==> src/rtl/fwd_hazard_unit_if.sv <==
`default_nettype none
// ============================================================================
//  Module      : fwd_hazard_unit_if
//  Description : Bundle between decode/fetch control and the forwarding and
//                hazard unit of the 5-stage core.
//                master : decode side. It drives the decoded instruction
//                         fields plus flush/hold, and it reads the operand-mux
//                         selects and the load-use stall.
//                slave  : fwd_hazard_unit.
//                Signals:
//                  id_valid, id_rs, id_rt, id_uses_rt, id_dst,
//                  id_reg_write, id_mem_read   decoded instruction
//                  flush                       squash instruction in decode
//                  hold                        global pipeline freeze
//                  fwd_a_sel, fwd_b_sel        EX operand-mux selects
//                  stall                       load-use stall
//                  stall_cnt                   stall cycle count
//                                              (FWD_STALL_CNT_EN only)
//  Config      : FWD_STALL_CNT_EN adds stall_cnt[15:0]
//  Revision    : 1.0  initial release
// ============================================================================
interface fwd_hazard_unit_if #(
    parameter int REG_ADDR_W = 5
);
    logic                  id_valid;
    logic [REG_ADDR_W-1:0] id_rs;
    logic [REG_ADDR_W-1:0] id_rt;
    logic                  id_uses_rt;
    logic [REG_ADDR_W-1:0] id_dst;
    logic                  id_reg_write;
    logic                  id_mem_read;
    logic                  flush;
    logic                  hold;
    logic [1:0]            fwd_a_sel;
    logic [1:0]            fwd_b_sel;
    logic                  stall;
`ifdef FWD_STALL_CNT_EN
    logic [15:0]           stall_cnt;

    modport master (
        output id_valid, id_rs, id_rt, id_uses_rt, id_dst,
               id_reg_write, id_mem_read, flush, hold,
        input  fwd_a_sel, fwd_b_sel, stall, stall_cnt
    );

    modport slave (
        input  id_valid, id_rs, id_rt, id_uses_rt, id_dst,
               id_reg_write, id_mem_read, flush, hold,
        output fwd_a_sel, fwd_b_sel, stall, stall_cnt
    );
`else
    modport master (
        output id_valid, id_rs, id_rt, id_uses_rt, id_dst,
               id_reg_write, id_mem_read, flush, hold,
        input  fwd_a_sel, fwd_b_sel, stall
    );

    modport slave (
        input  id_valid, id_rs, id_rt, id_uses_rt, id_dst,
               id_reg_write, id_mem_read, flush, hold,
        output fwd_a_sel, fwd_b_sel, stall
    );
`endif
endinterface
`default_nettype wire

==> src/rtl/fwd_hazard_unit.sv <==
`default_nettype none
// ============================================================================
//  Module      : fwd_hazard_unit
//  Description : Forwarding and load-use hazard controller for the 5-stage
//                MIPS core. It shadows destination-register information
//                through ID/EX, EX/MEM and MEM/WB. It drives the 2-bit selects
//                of the two EX operand muxes and raises a one-cycle load-use
//                stall toward fetch/decode. It carries no datapath values.
//  Ports       : clk  - core clock, rising edge
//                rst  - asynchronous, active-high reset
//                bus  - fwd_hazard_unit_if.slave, which carries the decode
//                       fields, flush/hold, fwd_a_sel/fwd_b_sel/stall and,
//                       when enabled, stall_cnt
//                Select encoding: 00 register file, 01 MEM/WB result,
//                                 10 EX/MEM result (11 never driven)
//  Config      : FWD_STALL_CNT_EN adds stall_cnt[15:0], which counts cycles
//                with stall=1 && hold=0 and saturates at 16'hFFFF
//  Revision    : 1.0  initial release
// ============================================================================
module fwd_hazard_unit #(
    parameter int REG_ADDR_W = 5
) (
    input  logic             clk,
    input  logic             rst,
    fwd_hazard_unit_if.slave bus
);

    localparam logic [1:0]            c_sel_rf   = 2'b00;
    localparam logic [1:0]            c_sel_wb   = 2'b01;
    localparam logic [1:0]            c_sel_mem  = 2'b10;
    localparam logic [REG_ADDR_W-1:0] c_reg_zero = '0;

    // ------------------------------------------------------------------
    // Stage records
    // ------------------------------------------------------------------
    // ID/EX
    logic                  r_ex_v;
    logic [REG_ADDR_W-1:0] r_ex_rs;
    logic [REG_ADDR_W-1:0] r_ex_rt;
    logic                  r_ex_uses_rt;
    logic [REG_ADDR_W-1:0] r_ex_dst;
    logic                  r_ex_wr;
    logic                  r_ex_mr;
    // EX/MEM
    logic                  r_mem_v;
    logic [REG_ADDR_W-1:0] r_mem_dst;
    logic                  r_mem_wr;
    logic                  r_mem_mr;
    // MEM/WB
    logic                  r_wb_v;
    logic [REG_ADDR_W-1:0] r_wb_dst;
    logic                  r_wb_wr;

    // ------------------------------------------------------------------
    // Combinational control
    // ------------------------------------------------------------------
    logic       w_mem_can_fwd;
    logic       w_wb_can_fwd;
    logic [1:0] w_fwd_a_sel;
    logic [1:0] w_fwd_b_sel;
    logic       w_load_in_ex;
    logic       w_id_depends;
    logic       w_stall;
    logic       w_issue;

    // A load's data is not ready at the end of EX, so a load sitting in
    // EX/MEM is never a forwarding source. The stall keeps a dependent
    // instruction from ever needing that path. Register 0 is hard-wired, so
    // it is never a forwarding source either.
    assign w_mem_can_fwd = r_mem_v && r_mem_wr && !r_mem_mr && (r_mem_dst != c_reg_zero);
    assign w_wb_can_fwd  = r_wb_v  && r_wb_wr  && (r_wb_dst != c_reg_zero);

    // EX/MEM holds the younger result, so it wins over MEM/WB.
    always_comb begin
        w_fwd_a_sel = c_sel_rf;
        if (w_mem_can_fwd && (r_mem_dst == r_ex_rs)) begin
            w_fwd_a_sel = c_sel_mem;
        end else if (w_wb_can_fwd && (r_wb_dst == r_ex_rs)) begin
            w_fwd_a_sel = c_sel_wb;
        end
    end

    // Operand B only forwards when the instruction reads rt. For
    // immediate-form instructions, rt is a destination field, not a source.
    always_comb begin
        w_fwd_b_sel = c_sel_rf;
        if (r_ex_uses_rt) begin
            if (w_mem_can_fwd && (r_mem_dst == r_ex_rt)) begin
                w_fwd_b_sel = c_sel_mem;
            end else if (w_wb_can_fwd && (r_wb_dst == r_ex_rt)) begin
                w_fwd_b_sel = c_sel_wb;
            end
        end
    end

    // Load-use: a load in EX whose destination is read by the instruction in
    // decode. A flushed decode slot is discarded anyway, so it never stalls.
    assign w_load_in_ex = r_ex_v && r_ex_mr && (r_ex_dst != c_reg_zero);
    assign w_id_depends = (r_ex_dst == bus.id_rs) ||
                          (bus.id_uses_rt && (r_ex_dst == bus.id_rt));
    assign w_stall      = w_load_in_ex && bus.id_valid && w_id_depends && !bus.flush;

    // Decode enters EX only when it is real, not stalled and not squashed.
    // Otherwise EX receives a bubble.
    assign w_issue      = bus.id_valid && !w_stall && !bus.flush;

    // ------------------------------------------------------------------
    // Stage advance (hold freezes everything)
    // ------------------------------------------------------------------
    always_ff @(posedge clk or posedge rst) begin
        if (rst) begin
            r_ex_v       <= 1'b0;
            r_ex_rs      <= c_reg_zero;
            r_ex_rt      <= c_reg_zero;
            r_ex_uses_rt <= 1'b0;
            r_ex_dst     <= c_reg_zero;
            r_ex_wr      <= 1'b0;
            r_ex_mr      <= 1'b0;
            r_mem_v      <= 1'b0;
            r_mem_dst    <= c_reg_zero;
            r_mem_wr     <= 1'b0;
            r_mem_mr     <= 1'b0;
            r_wb_v       <= 1'b0;
            r_wb_dst     <= c_reg_zero;
            r_wb_wr      <= 1'b0;
        end else if (!bus.hold) begin
            r_wb_v    <= r_mem_v;
            r_wb_dst  <= r_mem_dst;
            r_wb_wr   <= r_mem_wr;

            r_mem_v   <= r_ex_v;
            r_mem_dst <= r_ex_dst;
            r_mem_wr  <= r_ex_wr;
            r_mem_mr  <= r_ex_mr;

            if (w_issue) begin
                r_ex_v       <= 1'b1;
                r_ex_rs      <= bus.id_rs;
                r_ex_rt      <= bus.id_rt;
                r_ex_uses_rt <= bus.id_uses_rt;
                r_ex_dst     <= bus.id_dst;
                r_ex_wr      <= bus.id_reg_write;
                r_ex_mr      <= bus.id_mem_read;
            end else begin
                // The bubble's indices are zeroed too, so a stale source
                // index can never produce a select in a dead cycle.
                r_ex_v       <= 1'b0;
                r_ex_rs      <= c_reg_zero;
                r_ex_rt      <= c_reg_zero;
                r_ex_uses_rt <= 1'b0;
                r_ex_dst     <= c_reg_zero;
                r_ex_wr      <= 1'b0;
                r_ex_mr      <= 1'b0;
            end
        end
    end

`ifdef FWD_STALL_CNT_EN
    // ------------------------------------------------------------------
    // Stall cycle counter (saturating)
    // ------------------------------------------------------------------
    logic [15:0] r_stall_cnt;

    always_ff @(posedge clk or posedge rst) begin
        if (rst) begin
            r_stall_cnt <= 16'h0000;
        end else if (w_stall && !bus.hold && (r_stall_cnt != 16'hFFFF)) begin
            r_stall_cnt <= r_stall_cnt + 16'h0001;
        end
    end

    assign bus.stall_cnt = r_stall_cnt;
`endif

    // ------------------------------------------------------------------
    // Outputs
    // ------------------------------------------------------------------
    assign bus.fwd_a_sel = w_fwd_a_sel;
    assign bus.fwd_b_sel = w_fwd_b_sel;
    assign bus.stall     = w_stall;

endmodule
`default_nettype wire

==> src/flat_wrapper.sv <==
// flat-port wrapper written by rule: the top's interface ports become plain ports
module fwd_hazard_unit_flat 
#(
    parameter int REG_ADDR_W = 5
)
  (clk, rst, bus_id_valid, bus_id_rs, bus_id_rt, bus_id_uses_rt, bus_id_dst, bus_id_reg_write, bus_id_mem_read, bus_flush, bus_hold, bus_fwd_a_sel, bus_fwd_b_sel, bus_stall);
  fwd_hazard_unit_if #(.REG_ADDR_W(REG_ADDR_W)) bus_i ();
  input  logic clk;
  input  logic rst;
  input wire logic [$bits(bus_i.id_valid)-1:0] bus_id_valid;
  input wire logic [$bits(bus_i.id_rs)-1:0] bus_id_rs;
  input wire logic [$bits(bus_i.id_rt)-1:0] bus_id_rt;
  input wire logic [$bits(bus_i.id_uses_rt)-1:0] bus_id_uses_rt;
  input wire logic [$bits(bus_i.id_dst)-1:0] bus_id_dst;
  input wire logic [$bits(bus_i.id_reg_write)-1:0] bus_id_reg_write;
  input wire logic [$bits(bus_i.id_mem_read)-1:0] bus_id_mem_read;
  input wire logic [$bits(bus_i.flush)-1:0] bus_flush;
  input wire logic [$bits(bus_i.hold)-1:0] bus_hold;
  output wire logic [$bits(bus_i.fwd_a_sel)-1:0] bus_fwd_a_sel;
  output wire logic [$bits(bus_i.fwd_b_sel)-1:0] bus_fwd_b_sel;
  output wire logic [$bits(bus_i.stall)-1:0] bus_stall;
  assign bus_i.id_valid = bus_id_valid;
  assign bus_i.id_rs = bus_id_rs;
  assign bus_i.id_rt = bus_id_rt;
  assign bus_i.id_uses_rt = bus_id_uses_rt;
  assign bus_i.id_dst = bus_id_dst;
  assign bus_i.id_reg_write = bus_id_reg_write;
  assign bus_i.id_mem_read = bus_id_mem_read;
  assign bus_i.flush = bus_flush;
  assign bus_i.hold = bus_hold;
  assign bus_fwd_a_sel = bus_i.fwd_a_sel;
  assign bus_fwd_b_sel = bus_i.fwd_b_sel;
  assign bus_stall = bus_i.stall;
  fwd_hazard_unit #(.REG_ADDR_W(REG_ADDR_W)) u_core (.clk(clk), .rst(rst), .bus(bus_i));
endmodule
==> config.mk <==
export PLATFORM = sky130hd
export DESIGN_NAME = fwd_hazard_unit_flat
export DESIGN_NICKNAME = d
export VERILOG_FILES = /design/src/rtl/fwd_hazard_unit_if.sv /design/src/rtl/fwd_hazard_unit.sv /design/src/flat_wrapper.sv
export SDC_FILE = /design/constraint.sdc
export NUM_CORES = 1
export LEC_CHECK = 0
export BUFFER_PORTS_ARGS = -buffer_cell sky130_fd_sc_hd__buf_2
export CORE_MARGIN = 2
export CORE_UTILIZATION = 35
export CTS_BUF_LIST = sky130_fd_sc_hd__clkbuf_16
export DETAILED_ROUTE_END_ITERATION = 10
export GPL_TIMING_DRIVEN = 0
export HOLD_SLACK_MARGIN = 0.1
export PLACE_DENSITY = 0.63
export SLEW_MARGIN = 20
export SYNTH_ARGS = -nofsm -noshare
export SYNTH_HDL_FRONTEND = slang
export SYNTH_SLANG_ARGS = --single-unit
==> constraint.sdc <==
create_clock -name clk -period 4.09 [get_ports clk]
set_clock_uncertainty 0.05 [all_clocks]
set_input_delay 0.2045 -clock clk [delete_from_list [all_inputs] [get_ports clk]]
set_output_delay 0.2045 -clock clk [all_outputs]
set_load 0.05 [all_outputs]
# After elaboration in Yosys (flattened, before gate mapping)
# Index checks and enable logic that the tools add are counted.
# op_classes
eq_ne	6
muxes	12
n_reduce_logical	24
# ops
operator	n
$eq 5x5->1	6
$logic_and 1x1->1	17
$mux 5	3
$reduce_bool 5->1	3
$mux 1	6
$mux 2	3
$logic_not 1->1	3
$logic_or 1x1->1	1
# totals
ff_bits	34
input_bits	23
out_inout_bits	5
elab_cells	56

# Logic depth before layout (Yosys ltp)
# logic_depth
depth_word	9
mapped_depth	6
ltp_nobuf	4

# Worst setup path after synthesis
# OpenSTA, ideal clock, no wires.
# synth_path
path_kind	reg2out
start	register u_core.r_mem_dst[0]
end	output bus_fwd_a_sel[0]
arrival_time_ps	2798
t_required_ps	3836
path_slack_ps	1037
stages_incl_launch_ff	5
path_buffers	0
cell_sequence	dfrtp_1 > or4_1 > o2111ai_2 > nor4_1 > nor3_2
# synth_between
elab_chain_cells	4
word_cells_on_any_way	5
cone_classes	eq/ne (1); mux (1); reduce/logical (3)
# synth_lines
element	line_no	text
start: declaration	fwd_hazard_unit.sv:46	logic [REG_ADDR_W-1:0] r_mem_dst;
start signal: assignment	fwd_hazard_unit.sv:120	r_mem_dst <= c_reg_zero;
start signal: assignment	fwd_hazard_unit.sv:132	r_mem_dst <= r_ex_dst;
$reduce_bool 5->1	fwd_hazard_unit.sv:70	assign w_mem_can_fwd = r_mem_v && r_mem_wr && !r_mem_mr && (r_mem_dst != c_reg_zero);
$logic_and 1x1->1	fwd_hazard_unit.sv:70	
$logic_and 1x1->1 (*)	fwd_hazard_unit.sv:76	if (w_mem_can_fwd && (r_mem_dst == r_ex_rs)) begin
$mux 2 (*)	fwd_hazard_unit.sv:76	
end: declaration	flat_wrapper.sv:19	output wire logic [$bits(bus_i.fwd_a_sel)-1:0] bus_fwd_a_sel;
# Mark *: on every way between the ends. The rest lies on a longest branch, timed or not.

# Worst setup path in the final report
# layout_path
start	register u_core.r_mem_dst[1]
end	output bus_fwd_a_sel[0]
# The elaborated chain is that of the path after synthesis.

==> impl_metrics.ini <==
[outcome]
status = finished, final reports clean

[floorplan]
rows = 27
design.portCount = 28
floorplan.initialDensity_pct = 35.7
design.die.area_um2 = 6130
die_w_um = 78.3
die_height_um = 78.3
core_um2 = 5410

[logic_synthesis]
synth.yosys.seq_area_share_pct = 44.0
muxShareOfSynthArea_pct = 8.74
synth.top_cells.by_area = dfrtp_1, mux2_2, o21ai_2, xnor2_1, a32oi_1
ys_dominant_reg_cell = dfrtp_1
synth_top_family_by_area = compound AO/OA/AOI/OAI gates
adder_cell_share_of_the_synthesized_area_pct = 0
synth_nets = 198
synth.most_common_cell = dfrtp_1
synth_async_sr_flop_share_pct = 100
post_synth_and_or_nand_nor_area_fraction_pct = 10.5
yosys_register_bits = 34
synth_compound_gate_area_share_pct = 18.9
post-synth-top-area-fraction_pct = 44.0
synth_area_leader_cell = dfrtp_1
ys_warn_count = 0
syn_area_per_cell_um2 = 11.0
top_cells_by_count_synth = dfrtp_1, nand2_1, o21ai_2, xnor2_1, a32oi_1
number_of_enable_flip_flop_cells_after_synthesis = 0
synthesis.area_um2 = 1930
ys_types = 27
syn-instance-count = 175
synth_xor_xnor_area_share_pct = 13.6

[run]
max_cap_violations = 0

[layout]
postLayoutCellArea_um2 = 2300
proportion_of_layout_cells_with_a_drive_suffix_above_1_pct = 38.8
fin_nets = 232
fillers = 537
synthToLayoutAreaGrowth_pct = 18.9
antennaDiodeCount = 0

[min_path]
hold_class = in2reg
hold-path-cell-count = 3
min_to = u_core.r_ex_dst[1]
worst_hold_startpoint = bus_id_dst[1]

[sta]
setup_tns_ns = 0
setup_repair_after_global_routing_missed_its_margin = no
max_clock_freq_ghz = 0.430
hold_violations_final = 0
setup_viol_count_final = 0
relSlewSlack_pct = 51.4
period_utilisation_layout_pct = 56.9
layout_min_cycle_time_ns = 2.33
worstMarginPinSlew_ns = 0.728
total_count_of_max_transition_violations_in_the_final_report = 0

[clock_network]
cts_tree = built
tritoncts_num_sinks = 34
tritoncts.num_buffers = 5
insertion_delay_ns = 0.28
clk_pin_slew_worst_paths_ns = 0.05
post_cts_buffers = 0
clockBufferDepth = 2
cts_htree_levels = 2
ctsHoldBuffers = 1
cts-root-buf = clkbuf_16
post_cts_resize_count = 0

[worst_setup_path]
reg2reg_end = u_core.r_ex_rs[3]
worstRegToRegCells = 5
cp-startpoint = u_core.r_mem_dst[1]
worst-endpoint-required_ns = 3.84
critical_path.max_fanout = 5
setup.worst_path.end_class = output port
critical_path.reg2reg.startpoint = u_core.r_ex_dst[1]
r2r_slack_ns = 2.40
critPathLaunchType = flip-flop
crit_type = reg2out
worstPathArrival_ns = 2.07

[global_routing]
via_count_of_the_first_global_routing_pass = 1454
groute.usage.overall_pct = 15.9
grt_first_pass_wirelength_um = 7360
globalRoute.totalOverflow = 0
grt_max_degree = 35
antenna_found_initial = 0

[power]
power.share.switching_pct = 28.3
ir_drop_mv = 0.185
leakage_nw = 1.00
finalPower_mw = 0.960
power.share.sequential_pct = 45.1
power.density_cell_area_nw_per_um2 = 418
clkPwrFrac_pct = 36.9
share_comb_of_total_power_pct = 18.0
p_int_mw = 0.688
power.switching_mw = 0.272

[route]
ant_nets = 0
drt-initial-drc-count = 74
drt_first_pass_iters = 4
viasPerCell = 5.29
drt_wl_total_um = 4470
wl_per_cell_um = 15.9
dr_total_vias = 1487
route.detailed.drc = 0

[placement]
port_buffers = 26
routabilityCongestion = 0.745
postPlaceCellArea_um2 = 2150
dp_hpwl_um = 3340
## state kept, by name, indices dropped and copies added, names as in the netlist
name / cells
u_core.r_ex_dst: 5
u_core.r_ex_mr: 1
u_core.r_ex_rs: 5
u_core.r_ex_rt: 5
u_core.r_ex_uses_rt: 1
u_core.r_ex_v: 1
u_core.r_ex_wr: 1
u_core.r_mem_dst: 5
u_core.r_mem_mr: 1
u_core.r_mem_v: 1
u_core.r_mem_wr: 1
u_core.r_wb_dst: 5
u_core.r_wb_v: 1
u_core.r_wb_wr: 1
## logic make-up after synthesis
family | count (synthesis)
compound gates | 42
simple gates | 39
flops | 34
xor+xnor | 30
mux | 15
buf+inv | 15
## how the worst max path moves through the flow
stage | to | cells past startpoint
final | bus_fwd_a_sel[0] | 5
after CTS | bus_fwd_a_sel[0] | 5
after global placement | bus_fwd_a_sel[0] | 5
after detailed placement | bus_fwd_a_sel[0] | 5
after floorplan | bus_fwd_a_sel[0] | 4
after global routing | bus_fwd_a_sel[0] | 5
## metrics by stage
step | std cells | hold WS [ns] | worst slack, ns | util (%)
5_1_grt | 281 | 0.130 | 1.67 | 42.5
4_1_cts | 281 | 0.114 | 1.74 | 42.5
3_5_place_dp | 273 | 0.326 | 2.04 | 39.8
6_report | 281 | 0.123 | 1.76 | 42.5
2_1_floorplan | 175 | 0.292 | 1.04 | -
3_3_place_gp | 273 | 0.407 | 2.06 | 39.8
## area by class of cell
| class | instances | area [um2] | area share, % |
|---|---|---|---|
| plain buffers | 12 | 70.1 | 3.05 |
| repair buffers | 27 | 140 | 6.10 |
| inverters | 3 | 11.3 | 0.490 |
| clock buffers | 5 | 125 | 5.45 |
| well taps | 72 | 90.1 | 3.92 |
| multi-input cells | 126 | 1000 | 43.5 |
| flip-flops and latches | 34 | 851 | 37.0 |
| clock inverters | 2 | 10.0 | 0.436 |
## layout by cell type, fill, tap and decap left out, types with 3 or more instances in the layout
cell,synthesis,routed
dfrtp_1,34,34
nand2_1,20,20
mux2_2,15,15
clkbuf_16,0,5
buf_2,8,34
xnor2_1,19,19
o21ai_2,19,19
nor4_1,3,3
xor2_1,11,11
nand3_1,5,5
or4_1,3,3
a32oi_1,18,18
## per-layer routing
| layer | GRT usage, % | wire length, um | vias up |
|---|---|---|---|
| met4 | 6.84 | 80 | 0 |
| met1 | 21.5 | 2100 | 730 |
| li1 | - | - | 716 |
| met3 | 3.56 | 190 | 6 |
| met5 | 0 | 0 | - |
| met2 | 24.7 | 2100 | 35 |
## power groups by stage
stage               logic (mW)  registers [mW]  clock network (mW)
floorplan                0.137           0.420                   0
finish                   0.173           0.433               0.355
global route             0.194           0.438               0.383
CTS                      0.176           0.432               0.366
detailed placement       0.175           0.438                   0
global placement         0.170           0.437                   0
## critical path, stage by stage, from the launching register on
cell	delay (ns)
dfrtp_1	0.43
or4_1	0.57
o2111ai_2	0.23
nor4_1	0.12
nor3_2	0.16
buf_2	0.28
(Power assumes the default switching activity.)
